### config.mk
export PLATFORM = sky130hd
export DESIGN_NAME = pipe_stage_reg
export DESIGN_NICKNAME = d
export VERILOG_FILES = /design/src/rtl/pipe_stage_reg.sv
export SDC_FILE = /design/constraint.sdc
export NUM_CORES = 1
export LEC_CHECK = 0
export BUFFER_PORTS_ARGS = -buffer_cell sky130_fd_sc_hd__buf_2
export CAP_MARGIN = 20
export CORE_AREA = 3 3 131 133
export DETAILED_ROUTE_END_ITERATION = 6
export DIE_AREA = 0 0 134 136
export GPL_ROUTABILITY_DRIVEN = 1
export HOLD_SLACK_MARGIN = 0.12
export PLACE_DENSITY_LB_ADDON = 0.3
export SYNTH_ARGS = -nofsm -noshare
export SYNTH_HDL_FRONTEND = slang
export SYNTH_SLANG_ARGS = --single-unit
export TNS_END_PERCENT = 10
### constraint.sdc
create_clock -name clk -period 7.1 [get_ports clk]
set_clock_uncertainty 0.05 [all_clocks]
set_input_delay 0.355 -clock clk [delete_from_list [all_inputs] [get_ports clk]]
set_output_delay 0.355 -clock clk [all_outputs]
set_load 0.03 [all_outputs]
### src/rtl/pipe_stage_reg.sv
// Pipeline stage register with valid/ready handshake, stall, flush and a saturating bubble counter.
// Define PIPE_STAGE_SKID_EN to build a 2-entry skid buffer instead of the single-entry stage.
module pipe_stage_reg #(
  parameter int          DATA_W   = 128,
  parameter logic [31:0] NOP_INST = 32'h00000033,
  parameter int          CNT_W    = 16
) (
  input  logic              clk,
  input  logic              rst_n,
  input  logic              in_valid,
  output logic              in_ready,
  input  logic [31:0]       in_inst,
  input  logic [DATA_W-1:0] in_data,
  input  logic              stall,
  input  logic              flush,
  output logic              out_valid,
  input  logic              out_ready,
  output logic [31:0]       out_inst,
  output logic [DATA_W-1:0] out_data,
  output logic [CNT_W-1:0]  bubble_cnt
);

  localparam logic [1:0] ST_EMPTY = 2'd0;
  localparam logic [1:0] ST_ONE   = 2'd1;

  logic [1:0]        state;
  logic [1:0]        state_nxt;
  logic [31:0]       head_inst;
  logic [DATA_W-1:0] head_data;
  logic              push;
  logic              pop;

  assign out_valid = (state != ST_EMPTY);
  assign pop       = out_valid && out_ready && !stall;
  assign push      = in_valid && in_ready;
  assign out_inst  = out_valid ? head_inst : NOP_INST;
  assign out_data  = out_valid ? head_data : '0;

`ifdef PIPE_STAGE_SKID_EN
  localparam logic [1:0] ST_TWO = 2'd2;

  logic [31:0]       tail_inst;
  logic [DATA_W-1:0] tail_data;
  logic              room_q;

  // Room for another entry is registered from the next state; stall and reset still gate it at once.
  assign in_ready = room_q && !stall && rst_n;

  always_comb begin
    state_nxt = state;
    if (flush) begin
      state_nxt = ST_EMPTY;
    end else begin
      case (state)
        ST_EMPTY: if (push) state_nxt = ST_ONE;
        ST_ONE: begin
          if (push && !pop)      state_nxt = ST_TWO;
          else if (pop && !push) state_nxt = ST_EMPTY;
        end
        ST_TWO:   if (pop) state_nxt = ST_ONE;
        default:  state_nxt = ST_EMPTY;
      endcase
    end
  end

  always_ff @(posedge clk or negedge rst_n) begin
    if (!rst_n) begin
      state  <= ST_EMPTY;
      room_q <= 1'b1;
    end else begin
      state  <= state_nxt;
      room_q <= (state_nxt != ST_TWO);
    end
  end

  always_ff @(posedge clk) begin
    if (!flush) begin
      case (state)
        ST_EMPTY: begin
          if (push) begin
            head_inst <= in_inst;
            head_data <= in_data;
          end
        end
        ST_ONE: begin
          if (push && pop) begin
            head_inst <= in_inst;
            head_data <= in_data;
          end else if (push) begin
            tail_inst <= in_inst;
            tail_data <= in_data;
          end
        end
        ST_TWO: begin
          if (pop) begin
            head_inst <= tail_inst;
            head_data <= tail_data;
          end
        end
        default: ;
      endcase
    end
  end
`else
  // A full stage only accepts a new entry when its current one drains the same cycle.
  assign in_ready = (!out_valid || out_ready) && !stall && rst_n;

  always_comb begin
    state_nxt = state;
    if (flush)     state_nxt = ST_EMPTY;
    else if (push) state_nxt = ST_ONE;
    else if (pop)  state_nxt = ST_EMPTY;
  end

  always_ff @(posedge clk or negedge rst_n) begin
    if (!rst_n) state <= ST_EMPTY;
    else        state <= state_nxt;
  end

  always_ff @(posedge clk) begin
    if (!flush && push) begin
      head_inst <= in_inst;
      head_data <= in_data;
    end
  end
`endif

  always_ff @(posedge clk or negedge rst_n) begin
    if (!rst_n) begin
      bubble_cnt <= '0;
    end else if (!out_valid && out_ready && !stall && (bubble_cnt != {CNT_W{1'b1}})) begin
      bubble_cnt <= bubble_cnt + 1'b1;
    end
  end

endmodule

* Word level (Yosys, flattened, before mapping)
Cells that the tools add are included.
Storage, ports and cells: bits in registers 178, input bits 166, output and inout port bits 178, word-level logic and storage cells 26
Cells by class: $add $sub $neg 1, eq/ne operators 1, mux-type cells 5, reductions and logical operators 15
Operator list (number):
- $mux 128 | 1
- $mux 32 | 1
- $add 16x1->16 const B | 1
- $ne 16x16->1 const B | 1
- $logic_and 1x1->1 | 9
- $mux 2 | 3
- $logic_not 1->1 | 3
- $reduce_bool 3->1 | 1
- $reduce_bool 2->1 | 1
- $logic_or 1x1->1 | 1

* Longest topological paths before layout
word-level depth 8, mapped depth 5, depth with buffers taken out 5

* Worst setup path after synthesis
Ideal clock, no wire load.
path kind reg2reg, start point register state[0], end point register head_data[0], enable pin, setup time 0.541 ns, arrival time 5.486 ns, slack 1.022 ns, cell stages (with the launch flop) 5, path buffers 1, period minus slack after synthesis 6.078 ns, cell sequence dfrtp_1 buf_2 and2b_1 nor3b_1 and3_1
Between the ends: cells in the longest elaborated chain, start to end 7
Ends and longest elaborated chain:
- start, declared | line 26 | logic [1:0] state;
- start signal, assigned | line 117 | else state <= state_nxt;
- $reduce_bool 2->1 | line 33 | assign out_valid = (state != ST_EMPTY);
- $logic_not 1->1 | line 106 | assign in_ready = (!out_valid || out_ready) && !stall && rst_n;
- $logic_or 1x1->1 | line 106
- $logic_and 1x1->1 (2 in series) | line 106
- net in_ready | line 11 | output logic in_ready,
- $logic_and 1x1->1 | line 35 | assign push = in_valid && in_ready;
- $logic_and 1x1->1 | line 121 | if (!flush && push) begin
- end signal, assigned | line 123 | head_data <= in_data;
- end, declared | line 29 | logic [DATA_W-1:0] head_data;
The timed path passes the listed nets, and every way through them passes these cells. A chain may end at the register's enable or synchronous reset.

* Final worst setup path
start point register state[0], end point register head_data[52], enable pin
Between the ends: cells in the longest elaborated chain, start to end 7
Ends and longest elaborated chain (line):
- $reduce_bool 2->1 | 33
- $logic_not 1->1 | 106
- $logic_or 1x1->1 | 106
- $logic_and 1x1->1 (2 in series) | 106
- $logic_and 1x1->1 | 35
- $logic_and 1x1->1 | 121
Every way passes these cells.

==> flow_summary.toml <==
[synthesis]
async_flop_share_pct = 9.60
yosysTopAreaCell = "edfxtp_1"
netlist_instances = 419
syn-mean-instance-area_um2 = 16.2
synth_area_leaders = "edfxtp_1 71%, and2_1 14%, dfrtp_1 6.3%"
syn_area_um2 = 6790
synth_top_cell_area_share_pct = 70.8
ys.flop_type = "edfxtp_1"
yosysWarnings = 0
ys_types = 32
yosysSeqAreaShare_pct = 77.0
synth_seq_cells = 177
syn_nets = 586
synth_edf_count = 160

[sta]
fin_setup_tns_ns = 0
whs_ns = 0.255
rsz0062_at_grt = "no"
slew_viol_final = 0
setup_violations = 0
finalCritPeriodShare_pct = 41.9
relSlewSlack_pct = 39.0
tightestPinTransition_ns = 0.915
period_minus_slack_ns = 2.97
setup_slack_ns = 4.13
final_hold_viol_count = 0
max_freq_mhz = 336

[final_layout]
final_common_cell = "buf_2"
area_growth_pct = 60.9
final_util_pct = 68.5
final_cells = 1155
mostFrequentLayoutCells = "343 x buf_2, 161 x dlygate4sd3_1, 160 x edfxtp_1"
drive_gt1_share_pct = 40.7
fin_nets = 1093
final_area_um2 = 10900

[drt]
vias = 5416
route.detailed.drc = 0
ant_nets = 0
drt_iter0_markers = 272
dr.pass1.iters = 4
routedWlPerCell_um = 17.7
routed_wl_um = 20400
vias_per_cell = 4.69

[placement]
dp_slack_ns = 4.14
hpwl_um = 13100
io_buffer_count = 343
place_area_um2 = 8730
placed_cells_incl_taps = 962
gp_congestion = 0.854

[cts]
cts-resized-gates = 0
cts_buffer_depth = 2
clock-sinks = 177
htreeDepth = 4
cts.reportedPaths.clkPinSlew_ns = 0.06
cts_tree = "yes"
cts_inserted_buffers = 17
clk_latency_ns = 0.41
root_buffer = "clkbuf_16"

[job]
drv_cap = 0

[worst_setup_path]
rrSetupSlack_ns = 4.13
end_kind = "flop"
crit_buf_inv = 1
r2r_end = "head_data[52]"
reg2reg_from = "state[0]"
startpoint_type = "flop"
arrival_ns = 2.97
cp_top_family = "simple AND/OR/NAND/NOR gates"
max_stage_delay_ns = 0.79
slowest_stage = "buf_4"
worstSetupPathType = "flop to flop"
required_ns = 7.09
cp_cell_sequence = "and2b_1 > nor3b_1 > and3_4 > buf_4"
critical_path_peak_fanout = 72
rr_worst_depth = 4

[floorplan]
io_pins = 344
fp.dieW_um = 134
start_util_pct = 42.6
die_h_um = 136
core_area_um2 = 15900
std_cell_rows = 46
die_area_um2 = 18200

[power]
p_comb_share_pct = 13.5
ir_drop_v = 0.000142
p_switching_mw = 0.599
leakagePower_nw = 4.87
pwr-share-seq_pct = 49.3
powerDensity_nw_per_um2 = 227
pwr-share-clk_pct = 37.2
total_power_mw = 2.48
internal_power_mw = 1.88
swShare_pct = 24.2

[hold_path]
holdPathStages = 3
min_to = "state[0]"
worstHoldStart = "flush"
hp-class = "input pin to flop"

[global_route]
antenna_found_initial = 0
grt_pass1_wl_um = 30600
grt_pass1_vias = 5777
gr-usage-all-layers_pct = 21.7
overflow = 0
grt_max_degree = 106

[run_status]
outcome = "completed"
registers in the layout, indices dropped and copies added, names as in the netlist:
name	cells
bubble_cnt	16
state	1
head_inst	32
head_data	128
cell usage after synthesis, types with 3 or more instances:
cell type / number
xor2_1: 10
nor3b_1: 3
nand4_1: 5
dfrtp_1: 17
edfxtp_1: 160
xnor2_1: 4
and4_1: 3
nand2b_1: 5
nand2_1: 5
nand3_1: 6
clkbuf_1: 17
nor4_1: 6
and2_1: 156
layout make-up:
type                    instances  area (µm²)
flip-flops and latches        177        5230
fillers                      1096        5020
repair buffers                507        3350
multi-input cells             221        1480
clock buffers                  20         437
well taps                     216         270
clock inverters                11         139
inverters                       2        7.51
diodes                          1        2.50
power by group through the flow:
stage | sequential (mW) | clock, mW | combinational [mW]
6_report | 1.22 | 0.921 | 0.335
4_1_cts | 1.22 | 0.937 | 0.334
2_1_floorplan | 1.27 | 0 | 0.115
3_3_place_gp | 1.24 | 0 | 0.256
3_5_place_dp | 1.24 | 0 | 0.260
5_1_grt | 1.22 | 0.982 | 0.356
per-layer routing:
metal / track usage (%) / wire, µm
met1: 23.6 / 7350
met2: 40.1 / 11100
met3: 6.51 / 1420
met4: 8.17 / 523
met5: 0 / 0
cells by family after synthesis:
group           synth area share, %
fa+ha+maj                     0.184
simple gates                   18.8
flops                          77.0
xor+xnor                       1.81
compound gates                0.627
mux                           0.387
buf+inv                        1.20
tightest hold or removal path: stages:
cell and delay, ns:
buf_2 0.10, inv_1 0.07, a31o_2 0.16
what timing repair did:
action	4_1_cts	5_1_grt
setup buffers	0	0
endpoints found under the hold margin	177	0
hold buffers	161	0
endpoints found under the setup margin	0	0
worst max path at each step:
| stage | start | to | depth (start not counted) |
|---|---|---|---|
| finish | state[0] | head_data[52] | 4 |
| global route | state[0] | head_data[113] | 4 |
| CTS | state[0] | head_data[121] | 4 |
| detailed placement | state[0] | head_data[107] | 4 |
| global placement | state[0] | head_data[111] | 4 |
| floorplan | state[0] | head_data[0] | 4 |
Power figures use the tool's default switching activity.
